## config.mk

```make
export PLATFORM = sky130hd
export DESIGN_NAME = lea_block_loader
export DESIGN_NICKNAME = d
export VERILOG_FILES = /design/src/rtl/lea_block_loader.sv
export SDC_FILE = /design/constraint.sdc
export NUM_CORES = 1
export LEC_CHECK = 0
export ABC_AREA = 1
export BUFFER_PORTS_ARGS = -buffer_cell sky130_fd_sc_hd__buf_2
export CORE_AREA = 10 10 206 208
export DETAILED_ROUTE_END_ITERATION = 10
export DIE_AREA = 0 0 216 218
export PLACE_DENSITY = 0.62
export SYNTH_ARGS = -nofsm -noshare
export SYNTH_HDL_FRONTEND = slang
export SYNTH_SLANG_ARGS = --single-unit
```

## constraint.sdc

```tcl
create_clock -name clk -period 2.4 [get_ports clk]
set_clock_uncertainty 0.2 [all_clocks]
set_input_delay 0.48 -clock clk [delete_from_list [all_inputs] [get_ports clk]]
set_output_delay 0.48 -clock clk [all_outputs]
set_load 0.05 [all_outputs]
```

## src/rtl/lea_block_loader.sv

```systemverilog
// Plaintext snapshot / LEA block handshake / ciphertext unpack controller.
// Keys are synchronised and edge-detected; a timeout guards the wait for ciphertext.
module lea_block_loader #(
    parameter int unsigned SYNC_STAGES = 2,
    parameter int unsigned TIMEOUT     = 4096
) (
    input  logic         clk,
    input  logic         rst_n,
    input  logic [127:0] pt_bytes_i,
    input  logic         sharp_i,
    input  logic         star_i,
    output logic [127:0] blk_data_o,
    output logic         blk_valid_o,
    input  logic         blk_ready_i,
    input  logic         ct_valid_i,
    input  logic [127:0] ct_data_i,
    output logic [127:0] ct_bytes_o,
    output logic         busy_o,
    output logic         done_o,
    output logic         err_o
);

    localparam int unsigned BLK_W  = 128;
    localparam int unsigned NBYTES = 16;
    localparam int unsigned TMR_W  = (TIMEOUT > 1) ? $clog2(TIMEOUT) : 1;

    typedef enum logic [2:0] {
        S_IDLE, S_LOAD, S_SEND, S_WAIT_CT, S_SHOW, S_FAULT
    } state_e;

    // Byte order reversal: keyed byte n lands in LEA word byte lane n-1, and back.
    function automatic logic [BLK_W-1:0] byte_rev(input logic [BLK_W-1:0] v);
        logic [BLK_W-1:0] r;
        r = '0;
        for (int i = 0; i < NBYTES; i++) begin
            r[8*i +: 8] = v[8*(NBYTES-1-i) +: 8];
        end
        return r;
    endfunction

    state_e             state_q, state_d;
    logic [SYNC_STAGES-1:0] sh_sync_q, st_sync_q;
    logic               sh_prev_q, st_prev_q;
    logic               sh_p, st_p;
    logic [TMR_W-1:0]   timer_q, timer_d;
    logic [BLK_W-1:0]   blk_data_q, blk_data_d;
    logic [BLK_W-1:0]   ct_bytes_q, ct_bytes_d;
    logic               blk_valid_q, busy_q, done_q, err_q;
    logic               blk_valid_d, busy_d, done_d, err_d;

    assign sh_p = sh_sync_q[SYNC_STAGES-1] & ~sh_prev_q;
    assign st_p = st_sync_q[SYNC_STAGES-1] & ~st_prev_q;

    always_ff @(posedge clk or negedge rst_n) begin
        if (!rst_n) begin
            sh_sync_q <= '0;
            st_sync_q <= '0;
            sh_prev_q <= 1'b0;
            st_prev_q <= 1'b0;
        end else begin
            sh_sync_q <= {sh_sync_q[SYNC_STAGES-2:0], sharp_i};
            st_sync_q <= {st_sync_q[SYNC_STAGES-2:0], star_i};
            sh_prev_q <= sh_sync_q[SYNC_STAGES-1];
            st_prev_q <= st_sync_q[SYNC_STAGES-1];
        end
    end

    always_ff @(posedge clk or negedge rst_n) begin
        if (!rst_n) begin
            state_q <= S_IDLE;
        end else begin
            state_q <= state_d;
        end
    end

    // Abort (st_p) has priority over every other transition.
    always_comb begin
        state_d    = state_q;
        timer_d    = timer_q;
        blk_data_d = blk_data_q;
        ct_bytes_d = ct_bytes_q;
        unique case (state_q)
            S_IDLE: begin
                if (!st_p && sh_p) state_d = S_LOAD;
            end
            S_LOAD: begin
                if (st_p) begin
                    state_d = S_IDLE;
                end else begin
                    blk_data_d = byte_rev(pt_bytes_i);
                    state_d    = S_SEND;
                end
            end
            S_SEND: begin
                if (st_p) begin
                    state_d = S_IDLE;
                end else if (blk_ready_i) begin
                    timer_d = '0;
                    state_d = S_WAIT_CT;
                end
            end
            S_WAIT_CT: begin
                if (st_p) begin
                    state_d = S_IDLE;
                end else if (ct_valid_i) begin
                    ct_bytes_d = byte_rev(ct_data_i);
                    state_d    = S_SHOW;
                end else if (timer_q == TMR_W'(TIMEOUT - 1)) begin
                    state_d = S_FAULT;
                end else begin
                    timer_d = timer_q + TMR_W'(1);
                end
            end
            S_SHOW: begin
                if (st_p) begin
                    ct_bytes_d = '0;
                    state_d    = S_IDLE;
                end else if (sh_p) begin
                    state_d = S_LOAD;
                end
            end
            S_FAULT: begin
                if (st_p || sh_p) state_d = S_IDLE;
            end
            default: state_d = S_IDLE;
        endcase

        blk_valid_d = (state_d == S_SEND);
        busy_d      = (state_d == S_LOAD) || (state_d == S_SEND) || (state_d == S_WAIT_CT);
        done_d      = (state_d == S_SHOW);
        err_d       = (state_d == S_FAULT);
    end

    always_ff @(posedge clk or negedge rst_n) begin
        if (!rst_n) begin
            timer_q     <= '0;
            blk_data_q  <= '0;
            ct_bytes_q  <= '0;
            blk_valid_q <= 1'b0;
            busy_q      <= 1'b0;
            done_q      <= 1'b0;
            err_q       <= 1'b0;
        end else begin
            timer_q     <= timer_d;
            blk_data_q  <= blk_data_d;
            ct_bytes_q  <= ct_bytes_d;
            blk_valid_q <= blk_valid_d;
            busy_q      <= busy_d;
            done_q      <= done_d;
            err_q       <= err_d;
        end
    end

    assign blk_data_o  = blk_data_q;
    assign blk_valid_o = blk_valid_q;
    assign ct_bytes_o  = ct_bytes_q;
    assign busy_o      = busy_q;
    assign done_o      = done_q;
    assign err_o       = err_q;

endmodule
```

==> results.tsv, run 1 <==
stage	metric	value	unit
status	status	completed	
logic_synthesis	yosysTopAreaCellShare	61.98	%
logic_synthesis	synth.cell_area	11350	sq um
floorplanning	initial_core_util	29.63	%
worst_setup_path	critical-path-top-delay-family	simple AND/OR/NAND/NOR gates	
timing	final.min_clock_period	2.122	ns
detailed_routing	drt_first_pass_iters	5	
cts	cts_tree	built	
floorplanning	ios	522	
floorplanning	die-width	216	um
floorplanning	row_count	72	
pwr	p_seq_share	30.0	%
placed_design	dp_hpwl	29210	um
detailed_routing	maxUsedRoutingLayer	met5	
pwr	p_leak	8.969	nW
grt	grt_usage	17.26	%
layout	drive_gt1_share	40.86	%
logic_synthesis	yosysWarnings	0	
worst_setup_path	critPathCaptureType	flop	
layout	final_nets	2052	
pwr	pwr_density_cell	1466	nW/um^2
cts	htreeDepth	1	
pwr	power_frac_comb	51.7	%
worst_setup_path	crit_path_max_incr_delay	0.44	ns
timing	rsz0062_at_grt	false	
placed_design	placed_cell_area	14620	sq um
timing	setup_viol	0	
detailed_routing	vias_per_cell	4.401	
cts	numCtsBuffers	31	
logic_synthesis	synth-seq-cells	281	
timing	drv_slew	0	
worst_setup_path	rr_worst_depth	7	
detailed_routing	wl_met1	16300	um
logic_synthesis	synth_nets	1262	
worst_setup_path	cp_max_fo	37	
detailed_routing	wl_met2	21100	um
timing	fin_setup_tns	0	ns
detailed_routing	vias	10270	
detailed_routing	ant_nets	0	
worst_setup_path	worstPathCellList	nor2_1, nand2_4, o21ai_4, buf_12, buf_12, nand3_1, o21ai_0	
grt	grt_pass1_wl	65250	um
logic_synthesis	syn_avg_cell_area	11.36	sq um
hold_path	hold_class	flop to flop	
worst_setup_path	cp_slowest_cell	dfrtp_1	
logic_synthesis	synth.distinct_cells	23	
grt	antenna_found_initial	6	
cts	post-cts-setup-buffers	0	
layout	finalNonFillerCells	2334	
worst_setup_path	cp_data_arrival_time	2.39	ns
detailed_routing	wl_per_cell	18.32	um
job	cap_viol_max_count	0	
grt	grt_max_degree	129	
placed_design	io_buffer_count	521	
logic_synthesis	ys_seq_area_share	61.98	%
hold_path	hold_start	sh_sync_q[0]$_DFF_PN0_	
worst_setup_path	worstSetupPathType	flop to flop	
layout	fill_cells	3329	
pwr	power.switching	13.50	mW
logic_synthesis	synth_top_area_cell	dfrtp_1	
timing	relSlewSlack	52.32	%
logic_synthesis	synth_area_leaders	dfrtp_1 (62%), mux2_2 (13%), nand3_1 (6.3%)	
worst_setup_path	critical_path_buf_inv_count	2	
cts	clockRootBuffer	clkbuf_16	
detailed_routing	routed_wl	42760	um
cts	clkLatencyLatePin	0.57	ns
timing	max_freq	0.4712	GHz
logic_synthesis	synth_cells	999	
pwr	p_clk_share	18.4	%
worst_setup_path	crit_path_start_kind	flop	
timing	worstMarginPinSlew	0.7152	ns
layout	final_cell_mix	buf_2 (520), dfrtp_1 (281), dlygate4sd3_1 (259)	
cts	cts.sinks	281	
worst_setup_path	cp.required	2.67	ns
worst_setup_path	reg2reg_slack	0.28	ns
worst_setup_path	r2r-start	state_q[1]$_DFF_PN0_	
placed_design	place_inst	2015	
detailed_routing	drc_errors	0	
grt	grt_pass1_vias	11070	
pwr	p_sw_share	50.39	%
hold_path	holdPathEnd	sh_sync_q[1]$_DFF_PN0_	
cts	cts.clk_slew.worst_paths	0.06	ns
timing	timing.final.crit_share	88.43	%
floorplanning	die_area	47090	sq um
layout	stdcell_area	18280	sq um
placed_design	finalWeightedCongestion	0.8503	
cts	cts_resized	0	
worst_setup_path	cp_common_cell	buf_12	
pwr	p_int	13.30	mW
worst_setup_path	r2r_end	ct_bytes_o[35]$_DFFE_PN0P_	
floorplanning	core_area	38290	sq um
detailed_routing	drt_iter0_drc	593	
layout	area_growth	61.08	%
floorplanning	fp.dieH	218	um
layout	layout_commonest_cell	buf_2	
timing	hold_violations	0	
hold_path	hold_depth	0	
grt	overflow	0	
cts	clockBufferDepth	3	
detailed_routing	met3WireLength	4070	um
pwr	peakVddDrop	935.3	uV
cts	cts_hold_buf	259	
power by group through the flow:
stage	Sequential (mW)	Clock [mW]	Combinational (mW)
2_1_floorplan	15.1	0	2.71
3_3_place_gp	7.88	0	13.5
3_5_place_dp	7.96	0	13.6
4_1_cts	7.94	5.07	13.9
5_1_grt	8.26	5.29	14.5
6_report	8.03	4.92	13.8
layout make-up:
type / count / area [sq um] / share of cell area [%]
Multi-Input combinational cell: 515 / 3352 / 18.34
Timing Repair Buffer: 814 / 5628 / 30.79
Tap cell: 518 / 648.1 / 3.546
Clock buffer: 46 / 922.1 / 5.046
Inverter: 146 / 548.0 / 2.999
Clock inverter: 9 / 133.9 / 0.7325
Antenna cell: 5 / 12.51 / 0.06846
Sequential cell: 281 / 7032 / 38.47
sequential cells by signal, indices dropped and copies added, names as in the netlist:
| name | count |
|---|---|
| blk_data_o | 128 |
| blk_valid_o | 1 |
| busy_o | 1 |
| ct_bytes_o | 128 |
| done_o | 1 |
| err_o | 1 |
| sh_prev_q | 1 |
| sh_sync_q | 2 |
| st_prev_q | 1 |
| st_sync_q | 2 |
| state_q | 3 |
| timer_q | 12 |
worst max path at each step:
| stage | to | slack, ns | cells after the start | from |
|---|---|---|---|---|
| floorplan | timer_q[2]$_DFFE_PN0P_ | 0.62 | 8 | timer_q[0]$_DFFE_PN0P_ |
| global placement | ct_bytes_o[41]$_DFFE_PN0P_ | 0.42 | 7 | state_q[1]$_DFF_PN0_ |
| detailed placement | ct_bytes_o[40]$_DFFE_PN0P_ | 0.34 | 7 | state_q[1]$_DFF_PN0_ |
| CTS | ct_bytes_o[40]$_DFFE_PN0P_ | 0.33 | 7 | state_q[1]$_DFF_PN0_ |
| global route | timer_q[10]$_DFFE_PN0P_ | 0.17 | 8 | timer_q[0]$_DFFE_PN0P_ |
| finish | ct_bytes_o[35]$_DFFE_PN0P_ | 0.28 | 7 | state_q[1]$_DFF_PN0_ |
metal layers:
| layer | global-route usage, % | vias to the layer above |
|---|---|---|
| met5 | 0 | - |
| met4 | 6.339 | 4 |
| met3 | 6.449 | 85 |
| met2 | 29.25 | 470 |
| met1 | 19.55 | 4848 |
| li1 | - | 4864 |
Yosys cell counts:
| library cell | count |
|---|---|
| dfrtp_1 | 281 |
| inv_1 | 145 |
| nand3_1 | 142 |
| o21ai_0 | 129 |
| mux2_2 | 128 |
| nand2_1 | 59 |
| nor2_1 | 31 |
| buf_6 | 25 |
| buf_2 | 17 |
| clkbuf_1 | 10 |
| nand4_1 | 7 |
| buf_4 | 5 |
| o21ai_1 | 4 |
| xor2_1 | 4 |
| a21oi_1 | 2 |
| o21ai_2 | 2 |
| xnor2_1 | 2 |
| ha_1 | 1 |
| inv_2 | 1 |
| nand3_2 | 1 |
| nor2_4 | 1 |
| nor3_1 | 1 |
| or2_2 | 1 |
cells by family (layout without fill, tap and decap cells):
family          count (synthesis)  in the layout  share of synthesized area [%]
flops                         281            281                          61.98
simple gates                  243            243                          9.914
buf+inv                       203           1015                          8.723
compound gates                137            137                          6.109
mux                           128            128                          12.70
xor+xnor                        6              6                         0.4632
fa+ha+maj                       1              1                         0.1103
other cells                     0              5                              0
stage by stage:
stage                     hold WS [ns]  util [%]  power, mW  setup slack, ns
after floorplan               -0.01559         -      17.82           0.6192
after global placement          0.1340     38.17      21.33           0.4158
after detailed placement        0.1364     38.17      21.51           0.3431
after CTS                       0.1372     47.70      26.91           0.3341
after global routing            0.1461     47.73      28.09           0.1663
final                           0.1419     47.74      26.80           0.2776
worst register-to-register path, delay by kind of cell (launching register included):
family                 cells  cell delay [ns]
DFF                        1             0.44
buffers and inverters      2             0.46
AOI/OAI and AO/OA          2             0.39
and+or+nand+nor            3             0.54
No activity file was read; power rests on OpenSTA's default activity.
==> inputs of run 2 (changes only) <==
--- a/config.mk
+++ b/config.mk
@@ -10,6 +10,7 @@
 export CORE_AREA = 10 10 206 208
 export DETAILED_ROUTE_END_ITERATION = 10
 export DIE_AREA = 0 0 216 218
+export GPL_ROUTABILITY_DRIVEN = 0
 export PLACE_DENSITY = 0.62
 export SYNTH_ARGS = -nofsm -noshare
 export SYNTH_HDL_FRONTEND = slang
==> constraint.sdc (replaced) <==
create_clock -name clk -period 2.4 [get_ports clk]
set_clock_uncertainty 0.2 [all_clocks]
set_input_delay 0.6 -clock clk [delete_from_list [all_inputs] [get_ports clk]]
set_output_delay 0.6 -clock clk [all_outputs]
set_load 0.05 [all_outputs]
==> run 2 against run 1 <==
Net effect: combinational power down 3%; core utilization decreased by 6.6 points; critical path depth is 2 lower; final cell count shrank 11%; die area did not move; clock power barely moved; global-route usage decreased by 2.2 points; highest routed layer unchanged; power fell by 1.8%.
==> results.tsv, run 2 (synthesis results as in run 1) <==
stage	metric	value	unit	change
status	status	completed		
floorplanning	row_count	72		unchanged
placed_design	dp_hpwl	29170	um	-0.16%
pwr	peakVddDrop	1187	uV	+27%
timing	rsz0062_at_grt	false		
detailed_routing	vias	9084		-12%
layout	postLayoutCoreUtil	41.12	%	-6.6 points
pwr	pwr_density_cell	1671	nW/um^2	+14%
cts	cts_tree	built		
worst_setup_path	critPathCaptureType	flop		
grt	grt_pass1_wl	56780	um	-13%
layout	final_cell_mix	buf_2 (520), dfrtp_1 (281), inv_1 (145)		
layout	finalNonFillerCells	2075		-11%
grt	grt_usage	15.05	%	-2.2 points
placed_design	place_inst	2013		-0.099%
grt	antenna_found_initial	10		+4
cts	post-cts-setup-buffers	0		unchanged
timing	final.min_clock_period	2.088	ns	-0.03401 ns
cts	clockBufferDepth	3		unchanged
layout	stdcell_area	15740	sq um	-14%
pwr	p_seq_share	30.2	%	+0.2 points
timing	worstMarginPinSlew	0.6701	ns	-0.04506 ns
timing	timing.final.crit_share	87.02	%	-1.4 points
pwr	p_int	13.16	mW	-0.99%
layout	final_nets	1794		-13%
placed_design	io_buffer_count	521		unchanged
hold_path	hold_class	input port to flop		
worst_setup_path	cp.required	2.64	ns	-0.03 ns
detailed_routing	vias_per_cell	4.378		-0.52%
floorplanning	die-width	216	um	unchanged
detailed_routing	ant_nets	0		unchanged
detailed_routing	wl_per_cell	18.02	um	-1.6%
timing	setup_viol	0		unchanged
worst_setup_path	cp-startpoint	state_q[0]$_DFF_PN0_		
worst_setup_path	cp_data_arrival_time	2.33	ns	-0.06 ns
detailed_routing	drt_first_pass_iters	4		-1
floorplanning	fp.dieH	218	um	unchanged
detailed_routing	routed_wl	37390	um	-13%
floorplanning	ios	522		unchanged
timing	max_freq	0.4788	GHz	+1.6%
grt	overflow	0		unchanged
detailed_routing	drt_iter0_drc	468		-21%
cts	cts.clk_slew.worst_paths	0.06	ns	about the same
pwr	p_clk_share	18.8	%	+0.4 points
timing	hold_violations	0		unchanged
pwr	p_sw_share	49.97	%	-0.42 points
layout	fill_cells	3712		+12%
hold_path	hold_start	ct_data_i[33]		
worst_setup_path	cp_max_fo	20		-46%
layout	drive_gt1_share	47.36	%	+6.5 points
layout	layout_commonest_cell	buf_2		
cts	clockRootBuffer	clkbuf_16		
floorplanning	die_area	47090	sq um	unchanged
job	cap_viol_max_count	0		unchanged
placed_design	placed_cell_area	14640	sq um	+0.15%
pwr	power.switching	13.15	mW	-2.6%
cts	htreeDepth	1		unchanged
timing	drv_slew	0		unchanged
cts	numCtsBuffers	31		unchanged
pwr	power_frac_comb	51.0	%	-0.7 points
cts	clkLatencyLatePin	0.56	ns	about the same
pwr	p_leak	7.911	nW	-12%
floorplanning	initial_core_util	29.63	%	unchanged
floorplanning	core_area	38290	sq um	unchanged
cts	cts.sinks	281		unchanged
detailed_routing	drc_errors	0		unchanged
grt	grt_pass1_vias	9554		-14%
worst_setup_path	worstSetupPathType	flop to flop		
timing	fin_setup_tns	0	ns	unchanged
timing	relSlewSlack	55.33	%	+3.0 points
layout	area_growth	38.75	%	
grt	grt_max_degree	129		unchanged
worst_setup_path	crit_path_start_kind	flop		
worst_setup_path	r2r-start	state_q[0]$_DFF_PN0_		
run 2: final timing paths:
check	to	slack (ns)	cells past startpoint
min reg2reg	sh_sync_q[1]$_DFF_PN0_	0.15	0
min in group asynchronous	ct_bytes_o[11]$_DFFE_PN0P_	0.31	2
min	ct_bytes_o[89]$_DFFE_PN0P_	0.06	3
max	blk_data_o[117]$_DFFE_PN0P_	0.31	5
max reg2reg	blk_data_o[117]$_DFFE_PN0P_	0.31	5
max in group asynchronous	ct_bytes_o[40]$_DFFE_PN0P_	1.02	3
run 2: final cells by class:
class	count	area (sq um)	share of cell area, %
antenna	3	7.507	0.04769
multi-input combinational	515	3352	21.29
timing repair buffer	556	3088	19.62
clock buffer	48	919.6	5.842
tap	518	648.1	4.117
sequential	281	7032	44.67
clock inverter	8	147.6	0.9379
inverter	146	548.0	3.481
run 2: through the flow:
step | power (mW) | hold slack (ns) | worst slack, ns
final | 26.31 | 0.06272 | 0.3116
after floorplan | 17.82 | 0.1044 | 0.6192
after CTS | 26.67 | 0.03064 | 0.2581
after detailed placement | 21.58 | 0.1347 | 0.3021
after global placement | 21.36 | 0.1315 | 0.3535
after global routing | 27.64 | 0.03194 | 0.1866
run 2: worst max-delay path, cell delays in order (launching register included):
cell     delay (ns)
dfrtp_1        0.40
inv_1          0.11
nor2_1         0.26
nand3_4        0.38
buf_12         0.30
mux2_2         0.28
run 2: layer usage:
metal / vias to the layer above / GRT usage [%] / share of wire [%]
li1: 4345 / - / -
met1: 4286 / 17.38 / 39
met2: 383 / 24.97 / 48
met3: 62 / 6.436 / 11
met4: 8 / 4.451 / 2.4
met5: - / 0 / 0.12
run 2: power groups by stage:
| stage | registers [mW] | clock network [mW] | logic [mW] |
|---|---|---|---|
| finish | 7.93 | 4.95 | 13.4 |
| global route | 8.17 | 5.33 | 14.1 |
| CTS | 7.94 | 5.12 | 13.6 |
| detailed placement | 7.97 | 0 | 13.6 |
| global placement | 7.91 | 0 | 13.4 |
| floorplan | 15.1 | 0 | 2.71 |
run 2: what timing repair did:
action                                 in CTS  in global routing
endpoints found under the hold margin      27                  0
gates resized for setup                     0                  0
hold buffers                                3                  0
==> inputs of run 3 (changes only) <==
--- a/config.mk
+++ b/config.mk
@@ -7,11 +7,11 @@
 export LEC_CHECK = 0
 export ABC_AREA = 1
 export BUFFER_PORTS_ARGS = -buffer_cell sky130_fd_sc_hd__buf_2
-export CORE_AREA = 10 10 206 208
+export CORE_AREA = 10 10 197 199
 export DETAILED_ROUTE_END_ITERATION = 10
-export DIE_AREA = 0 0 216 218
+export DIE_AREA = 0 0 207 209
 export GPL_ROUTABILITY_DRIVEN = 0
-export PLACE_DENSITY = 0.62
+export PLACE_DENSITY = 0.66
 export SYNTH_ARGS = -nofsm -noshare
 export SYNTH_HDL_FRONTEND = slang
 export SYNTH_SLANG_ARGS = --single-unit
==> run 3 against run 2 <==
Net effect: power fell by 0.61%; critical endpoint is now ct_bytes_o[20]$_DFFE_PN0P_; register-to-register slack about the same; critical path depth grew 1; critical path type unchanged; core utilization is 3.2 points higher.
==> results.tsv, run 3 (synthesis results as in run 1) <==
stage	metric	value	unit	change
layout	final_nets	1786		-0.45%
grt	antenna_found_initial	10		unchanged
worst_setup_path	reg2reg_slack	0.32	ns	about the same
grt	grt_pass1_vias	9639		+0.89%
grt	grt_pass1_wl	57990	um	+2.1%
pwr	p_leak	7.848	nW	-0.80%
timing	worstMarginPinSlew	0.6875	ns	+0.01742 ns
placed_design	dp_hpwl	29020	um	-0.48%
detailed_routing	drt_iter0_drc	446		-4.7%
worst_setup_path	rr_worst_depth	6		+1
layout	layout_commonest_cell	buf_2		
cts	cts_tree	built		
pwr	pwr_density_cell	1682	nW/um^2	+0.66%
timing	hold_ws	0.07217	ns	+0.009448 ns
timing	final.min_clock_period	2.077	ns	-0.01180 ns
worst_setup_path	critical-path-top-delay-family	simple AND/OR/NAND/NOR gates		
floorplanning	fp.dieH	209	um	-4.1%
pwr	peakVddDrop	1172	uV	-1.3%
layout	fill_cells	3315		-11%
timing	drv_slew	0		unchanged
timing	rsz0062_at_grt	false		
worst_setup_path	crit_path_start_kind	flop		
worst_setup_path	cp-startpoint	state_q[1]$_DFF_PN0_		
job	cap_viol_max_count	0		unchanged
worst_setup_path	worstPathCellList	nor2_1, nand2_4, o21ai_4, buf_12, nand3_1, o21ai_0		
placed_design	placed_cell_area	14460	sq um	-1.2%
worst_setup_path	r2r_end	ct_bytes_o[20]$_DFFE_PN0P_		
layout	stdcell_area	15540	sq um	-1.3%
detailed_routing	drc_errors	0		unchanged
detailed_routing	wl_per_cell	18.49	um	+2.6%
timing	timing.final.crit_share	86.52	%	-0.49 points
placed_design	io_buffer_count	521		unchanged
detailed_routing	drt_first_pass_iters	5		+1
timing	fin_setup_tns	0	ns	unchanged
detailed_routing	routed_wl	37100	um	-0.78%
floorplanning	core_area	35050	sq um	-8.5%
hold_path	hold_start	ct_data_i[33]		
worst_setup_path	worstSetupPathType	flop to flop		
worst_setup_path	cp_data_arrival_time	2.36	ns	+0.03 ns
worst_setup_path	cp_slowest_cell	dfrtp_1		
timing	setup_viol	0		unchanged
floorplanning	ios	522		unchanged
cts	htreeDepth	1		unchanged
timing	max_freq	0.4816	GHz	+0.57%
cts	clockBufferDepth	3		unchanged
floorplanning	row_count	69		-4.2%
cts	cts.clk_slew.worst_paths	0.06	ns	about the same
layout	final_cell_mix	buf_2 (520), dfrtp_1 (281), inv_1 (145)		
worst_setup_path	cp_max_fo	122		+510%
cts	post-cts-setup-buffers	0		unchanged
status	status	completed		
layout	postLayoutCoreUtil	44.35	%	+3.2 points
worst_setup_path	crit_path_max_incr_delay	0.44	ns	+0.04 ns
worst_setup_path	cp.required	2.68	ns	+0.04 ns
floorplanning	initial_core_util	32.37	%	+2.7 points
cts	cts.sinks	281		unchanged
hold_path	holdPathEnd	ct_bytes_o[89]$_DFFE_PN0P_		
timing	relSlewSlack	54.17	%	-1.2 points
hold_path	hold_class	input port to flop		
layout	area_growth	37.00	%	
layout	drive_gt1_share	47.28	%	-0.082 points
worst_setup_path	r2r-start	state_q[1]$_DFF_PN0_		
cts	clockRootBuffer	clkbuf_16		
grt	grt_usage	16.55	%	+1.5 points
detailed_routing	vias_per_cell	4.563		+4.2%
floorplanning	die_area	43260	sq um	-8.1%
floorplanning	die-width	207	um	-4.2%
grt	overflow	0		unchanged
detailed_routing	ant_nets	0		unchanged
detailed_routing	vias	9158		+0.81%
worst_setup_path	critPathCaptureType	flop		
hold_path	hold_depth	3		unchanged
timing	hold_violations	0		unchanged
cts	clkLatencyLatePin	0.56	ns	about the same
worst_setup_path	critical_path_buf_inv_count	1		-1
grt	grt_max_degree	129		unchanged
cts	numCtsBuffers	30		-3.2%
run 3: cell count changes in the layout (fill, tap and decap cells not counted), sizes merged:
cell    change
buf         -7
clkbuf      -5
clkinv      +3
diode       -1
inv         -1
run 3: repair_timing:
| action | in CTS | in global routing |
|---|---|---|
| hold buffers | 3 | 0 |
| resized for setup | 0 | 0 |
| setup endpoints to repair | 0 | 0 |
| hold endpoints to repair | 37 | 0 |
run 3: per-stage QoR:
| step | power (mW) | instances | worst slack (ns) |
|---|---|---|---|
| after floorplan | 17.82 | 999 | 0.6192 |
| after global placement | 21.21 | 1949 | 0.3759 |
| after detailed placement | 21.47 | 1949 | 0.3276 |
| after CTS | 26.47 | 2005 | 0.2766 |
| after global routing | 27.46 | 2006 | 0.1476 |
| final | 26.15 | 2007 | 0.3234 |
run 3: layer usage:
metal | GRT usage [%] | share of wire [%]
met2 | 27.48 | 48
met5 | 0 | 0.14
met3 | 6.054 | 9.5
met4 | 4.354 | 2.3
met1 | 19.89 | 40
run 3: cell type report:
cell class,count,area (sq um),share of cell area [%]
antenna,2,5.005,0.03220
clock buffer,43,890.9,5.731
clock inverter,10,153.9,0.9901
inverter,146,548.0,3.526
multi-input combinational,515,3352,21.56
sequential,281,7032,45.24
tap,461,576.8,3.711
timing repair buffer,549,2985,19.21
run 3: how the worst max path moves through the flow:
| stage | depth (start not counted) | slack (ns) | to |
|---|---|---|---|
| global route | 8 | 0.15 | ct_bytes_o[23]$_DFFE_PN0P_ |
| CTS | 1 | 0.28 | ct_bytes_o[94] |
| finish | 6 | 0.32 | ct_bytes_o[20]$_DFFE_PN0P_ |
| floorplan | 8 | 0.62 | timer_q[2]$_DFFE_PN0P_ |
| global placement | 6 | 0.38 | ct_bytes_o[20]$_DFFE_PN0P_ |
| detailed placement | 8 | 0.33 | ct_bytes_o[20]$_DFFE_PN0P_ |
run 3: worst min-delay path, cell delays in order:
cell and delay, ns:
buf_2 0.07, nand3_1 0.06, o21ai_0 0.06
run 3: power by group:
part	leakage [nW]	switching, mW	total, mW	internal (mW)
clock	0.519	1.88	4.87	2.99
combinational	3.88	10.1	13.3	3.21
sequential	3.45	1.13	7.97	6.84
total	7.85	13.1	26.2	13.0
